--- config.mk ---
export PLATFORM = sky130hd
export DESIGN_NAME = pipe_stage_reg
export DESIGN_NICKNAME = d
export VERILOG_FILES = /design/src/rtl/pipe_stage_reg.sv
export SDC_FILE = /design/constraint.sdc
export NUM_CORES = 1
export LEC_CHECK = 0
export CAP_MARGIN = 20
export CORE_MARGIN = 5
export CORE_UTILIZATION = 38
export CTS_BUF_LIST = sky130_fd_sc_hd__clkbuf_8
export DETAILED_ROUTE_END_ITERATION = 8
export GPL_ROUTABILITY_DRIVEN = 0
export GPL_TIMING_DRIVEN = 0
export PLACE_DENSITY = 0.8
export SETUP_SLACK_MARGIN = 0.15
export SYNTH_ARGS = -nofsm -noshare
export SYNTH_HDL_FRONTEND = slang
export SYNTH_SLANG_ARGS = --single-unit
export TNS_END_PERCENT = 50
--- constraint.sdc ---
create_clock -name clk -period 1.31 [get_ports clk]
set_clock_uncertainty 0.15 [all_clocks]
set_input_delay 0.1965 -clock clk [delete_from_list [all_inputs] [get_ports clk]]
set_output_delay 0.1965 -clock clk [all_outputs]
set_load 0.01 [all_outputs]
--- src/rtl/pipe_stage_reg.sv ---
// ---------------------------------------------------------------------------
// pipe_stage_reg
//
// Generic valid/ready register stage placed on every boundary of the rv32
// pipeline (IF/ID, ID/EX, EX/MEM, MEM/WB). Each stage packs its fields into
// one DATA_W-bit payload bus. The stage supports backpressure, flush (bubble
// insertion on branch/exception) and an optional skid register.
//
// Optional feature macro: PIPE_STAGE_SKID_EN
//   defined   : two entries (main + skid), in_ready_o comes straight from a
//               flop, occupancy_o ranges 0..2.
//   undefined : single entry, in_ready_o = ~out_valid_o | out_ready_i
//               (combinational from out_ready_i), occupancy_o ranges 0..1.
//
// Parameters
//   DATA_W   payload width in bits
//   RST_VAL  value loaded into every payload register on reset
//
// Ports
//   clk          in   rising-edge clock
//   rst_n        in   synchronous active-low reset
//   flush_i      in   drop every beat held in the stage at the next edge
//   in_valid_i   in   upstream beat valid
//   in_ready_o   out  stage can accept a beat this cycle
//   in_data_i    in   upstream payload
//   out_valid_o  out  downstream beat valid
//   out_ready_i  in   downstream accepts
//   out_data_o   out  downstream payload (main register)
//   occupancy_o  out  number of beats held, registered
// ---------------------------------------------------------------------------
module pipe_stage_reg #(
  parameter int unsigned          DATA_W  = 128,
  parameter logic [DATA_W-1:0]    RST_VAL = {DATA_W{1'b0}}
) (
  input  logic              clk,
  input  logic              rst_n,
  input  logic              flush_i,
  input  logic              in_valid_i,
  output logic              in_ready_o,
  input  logic [DATA_W-1:0] in_data_i,
  output logic              out_valid_o,
  input  logic              out_ready_i,
  output logic [DATA_W-1:0] out_data_o,
  output logic [1:0]        occupancy_o
);

  // Stage states named by how many beats are held.
  typedef enum logic [1:0] {
    ST_EMPTY = 2'd0,
    ST_ONE   = 2'd1,
    ST_FULL  = 2'd2
  } stageState_t;

  stageState_t       r_state;
  logic              r_outValid;
  logic [1:0]        r_occupancy;
  logic [DATA_W-1:0] r_mainData;

`ifdef PIPE_STAGE_SKID_EN
  logic [DATA_W-1:0] r_skidData;
  logic              r_inReady;
`endif

  logic w_inReady;
  logic w_accept;
  logic w_deliver;

  // Handshake qualifiers. In skid mode the ready comes from a flop that is
  // high exactly when the skid entry is free, so upstream timing never sees
  // out_ready_i. Without the skid entry the stage can only take a new beat
  // when the main register is empty or is being emptied this same cycle.
`ifdef PIPE_STAGE_SKID_EN
  assign w_inReady = r_inReady;
`else
  assign w_inReady = ~r_outValid | out_ready_i;
`endif

  assign w_accept  = in_valid_i & w_inReady;
  assign w_deliver = r_outValid & out_ready_i;

  // Single state machine owning every register of the stage. Reset beats
  // flush, and flush beats any transfer: on flush only the valid/state bits
  // clear while the payload registers keep whatever they held, so a beat
  // accepted in the flush cycle is silently dropped. Payload registers only
  // load on a real beat move, which keeps out_data_o stable during a stall.
  always_ff @(posedge clk) begin
    if (!rst_n) begin
      r_state     <= ST_EMPTY;
      r_outValid  <= 1'b0;
      r_occupancy <= 2'd0;
      r_mainData  <= RST_VAL;
`ifdef PIPE_STAGE_SKID_EN
      r_skidData  <= RST_VAL;
      r_inReady   <= 1'b1;
`endif
    end else if (flush_i) begin
      r_state     <= ST_EMPTY;
      r_outValid  <= 1'b0;
      r_occupancy <= 2'd0;
`ifdef PIPE_STAGE_SKID_EN
      r_inReady   <= 1'b1;
`endif
    end else begin
      case (r_state)
        ST_EMPTY: begin
          if (w_accept) begin
            r_mainData  <= in_data_i;
            r_state     <= ST_ONE;
            r_outValid  <= 1'b1;
            r_occupancy <= 2'd1;
          end
        end

        ST_ONE: begin
          if (w_accept && w_deliver) begin
            r_mainData <= in_data_i;
          end else if (w_deliver) begin
            r_state     <= ST_EMPTY;
            r_outValid  <= 1'b0;
            r_occupancy <= 2'd0;
          end else if (w_accept) begin
`ifdef PIPE_STAGE_SKID_EN
            r_skidData  <= in_data_i;
            r_state     <= ST_FULL;
            r_occupancy <= 2'd2;
            r_inReady   <= 1'b0;
`else
            r_state     <= ST_ONE;
`endif
          end
        end

        ST_FULL: begin
`ifdef PIPE_STAGE_SKID_EN
          if (w_deliver) begin
            r_mainData  <= r_skidData;
            r_state     <= ST_ONE;
            r_occupancy <= 2'd1;
            r_inReady   <= 1'b1;
          end
`else
          r_state     <= ST_EMPTY;
          r_outValid  <= 1'b0;
          r_occupancy <= 2'd0;
`endif
        end

        default: begin
          r_state     <= ST_EMPTY;
          r_outValid  <= 1'b0;
          r_occupancy <= 2'd0;
        end
      endcase
    end
  end

  // Outputs are straight register reads; nothing bypasses from in to out.
  assign in_ready_o  = w_inReady;
  assign out_valid_o = r_outValid;
  assign out_data_o  = r_mainData;
  assign occupancy_o = r_occupancy;

endmodule
==> impl_metrics.env <==
export IMPL_io_pins=265
export IMPL_power_switching_w=0.00215
export IMPL_setup_viol=131
export IMPL_grt_usage_pct=19.7
export IMPL_overflow=0
export IMPL_die_area_sq_um=16500
export IMPL_setup_slack_ns=-0.274
export IMPL_rsz0062_at_grt="yes"
export IMPL_clk_pin_slew_ns=0.07
export IMPL_timing_fmax_mhz=631
export IMPL_grt_first_pass_wirelength_mm=25.6
export IMPL_share_clk_of_total_power_pct=38.8
export IMPL_die_width_microns=129
export IMPL_leakage_nw=3.86
export IMPL_drv_cap=0
export IMPL_synth_distinct_cells=16
export IMPL_powerDensity_nw_per_um2=995
export IMPL_async_flop_share_pct=0
export IMPL_irDropWorstVdd_v=0.000495
export IMPL_vias_per_cell=4.59
export IMPL_cts_buffer_depth=2
export IMPL_finalMaxSlewViolations=0
export IMPL_core_region_area_sq_um=13800
export IMPL_wl_per_cell_microns=16.2
export IMPL_antenna_found_initial=0
export IMPL_intPower_w=0.00725
export IMPL_clk_latency_ns=0.42
export IMPL_wl_mm=17.4
export IMPL_final_period_utilization_pct=121
export IMPL_insertedDiodeCount=0
export IMPL_p_seq_share_pct=45.1
export IMPL_p_comb_share_pct=16.0
export IMPL_std_cell_rows=43
export IMPL_final_layout_size_suffix_gt1_share_pct=38.0
export IMPL_ant_nets=0
export IMPL_route_detailed_drc=0
export IMPL_synth_edf_count=0
export IMPL_dpl_cell_area_sq_um=8200
export IMPL_synth_top_area_cell="dfxtp_1"
export IMPL_relSlewSlack_pct=59.8
export IMPL_grt_pass1_vias=4879
export IMPL_status="finished, violations left"
export IMPL_dp_cells=1014
export IMPL_synth_top_area_share_pct=49.1
export IMPL_cts_tree="built"
export IMPL_worstPathArrival_ns=1.75
export IMPL_multi_input_area_sq_um=2340
export IMPL_crit_path_end_kind="flop"
export IMPL_place_hpwl_mm=11.9
export IMPL_synth_commonest_cells="257 x nand2_1, 131 x dfxtp_1, 129 x mux2i_1"
export IMPL_swShare_pct=22.9
export IMPL_synth_seq_cells=131
export IMPL_die_h_microns=129
export IMPL_final_area_sq_um=9450
export IMPL_worst_setup_path_type="flop to flop"
export IMPL_worstMarginPinSlew_ns=0.603
export IMPL_crit_required_ns=1.47
export IMPL_path_max_fanout=5
export IMPL_vias=4912
export IMPL_io_buffers=262
export IMPL_drt_iter0_markers=166
export IMPL_grt_start_max_net_pins=17
export IMPL_violations="negative setup slack"
export IMPL_yosys_warnings=0
export IMPL_nNetsFinal=1012
export IMPL_clock_sinks=131
export IMPL_ys_flop_type="dfxtp_1"
export IMPL_worstSetupStartpointType="flop"
export IMPL_syn_avg_cell_area_sq_um=9.35
export IMPL_cts_root_buf="clkbuf_8"
export IMPL_seq_area_frac_synth_pct=49.1
export IMPL_syn_to_final_growth_pct=77.0
export IMPL_synth_cells=571
export IMPL_pre_cts_slack_ns=-0.622
export IMPL_num_fill_cells=1084
export IMPL_yosysMostFrequentCell="nand2_1"
export IMPL_htree_num_levels=4
export IMPL_synth_area_sq_um=5340
export IMPL_hold_viol=0
export IMPL_dr_pass1_iters=4
export IMPL_min_period_ns=1.58
export IMPL_final_cell_count_no_fill=1069
export IMPL_cts_made_buffers=17
export IMPL_hp_class="input pin to flop"
export IMPL_seq_area_sq_um=2780
export IMPL_synth_area_top_cells="dfxtp_1 49%, mux2i_1 24%, nand2_1 18%"
export IMPL_start_util_pct=38.6
-- critical path: stages, from the launching register on --
cell and delay (ns):
dfxtp_4 0.36, buf_6 0.11, o2111a_2 0.28, buf_6 0.14
clkbuf_16 0.17, clkbuf_16 0.16, mux2i_1 0.11
-- path summary, 6_finish.rpt --
path                                                   from                           end  slack, ns  cells past startpoint
worst max register to register  occupancy_o[0]$_SDFFE_PP0P_  out_data_o[118]$_SDFFE_PN0P_      -0.27                      6
worst max-delay path            occupancy_o[0]$_SDFFE_PP0P_  out_data_o[118]$_SDFFE_PN0P_      -0.27                      6
worst min register to register      r_state[0]$_SDFFE_PP0P_   occupancy_o[0]$_SDFFE_PP0P_       0.30                      1
worst min-delay path                                  rst_n  out_data_o[107]$_SDFFE_PN0P_       0.11                      4
-- final cells by class --
cell class | count | area share (%)
Timing Repair Buffer | 288 | 34.6
Sequential cell | 131 | 29.5
Multi-Input combinational cell | 394 | 24.8
Buffer | 45 | 4.33
Clock buffer | 20 | 2.91
Tap cell | 180 | 2.38
Clock inverter | 9 | 1.48
Inverter | 2 | 0.0795
-- flip-flops by register name (all words and copies together), names as in the netlist --
name and count:
occupancy_o 1, out_data_o 128, r_state 2
-- stage by stage --
step	hold slack [ns]	utilization [%]	power, W	TNS (ns)
final	0.109	68.3	0.00940	-30.94
after global routing	0.0972	68.3	0.00980	-36.80
after CTS	0.0768	66.0	0.00940	-31.04
after detailed placement	0.296	59.3	0.00562	-72.37
after global placement	0.291	59.3	0.00561	-71.85
after floorplan	0.156	-	0.00483	-8.84
-- power by group through the flow --
stage / registers (W) / logic, W / clock network (W)
floorplan: 0.00434 / 0.000485 / 0
global route: 0.00426 / 0.00162 / 0.00392
CTS: 0.00424 / 0.00143 / 0.00373
finish: 0.00424 / 0.00151 / 0.00365
detailed placement: 0.00428 / 0.00134 / 0
global placement: 0.00428 / 0.00134 / 0
-- cells in the final DEF (no fill, tap or decap), types with 2 or more instances in the layout --
master	instances
buf_16	4
clkdlybuf4s50_1	131
buf_4	9
clkbuf_8	20
buf_6	132
buf_2	6
mux2i_2	6
dfxtp_2	126
clkbuf_16	11
conb_1	2
clkbuf_1	25
nand2_1	257
bufinv_16	4
buf_12	15
inv_1	6
mux2i_1	123
dfxtp_1	4
-- per-layer routing --
metal | vias up | GRT usage, % | part of all wire (%)
met5 | - | 0 | 0
met4 | 0 | 9.08 | 3.0
met3 | 34 | 6.97 | 7.3
met2 | 166 | 33.1 | 50
met1 | 2263 | 22.6 | 40
li1 | 2449 | - | -
-- logic make-up (layout without fill, tap and decap cells) --
group	Yosys count	after routing	synth area share [%]
AND/OR/NAND/NOR	259	259	18.3
flip-flops	131	131	49.1
multiplexers	129	129	24.2
buffers and inverters	47	364	7.64
AO/OA/AOI/OAI	4	4	0.656
other	1	2	0.0703
-- repair_timing --
| action | CTS | global route |
|---|---|---|
| setup buffers | 10 | 1 |
| pin swaps | 1 | 2 |
| cloned | 4 | 11 |
| gates resized for setup | 787 | 15 |
| hold buffers | 0 | 0 |
| setup endpoints to repair | 259 | 260 |
Note: power is estimated with default switching activity, not from simulation.
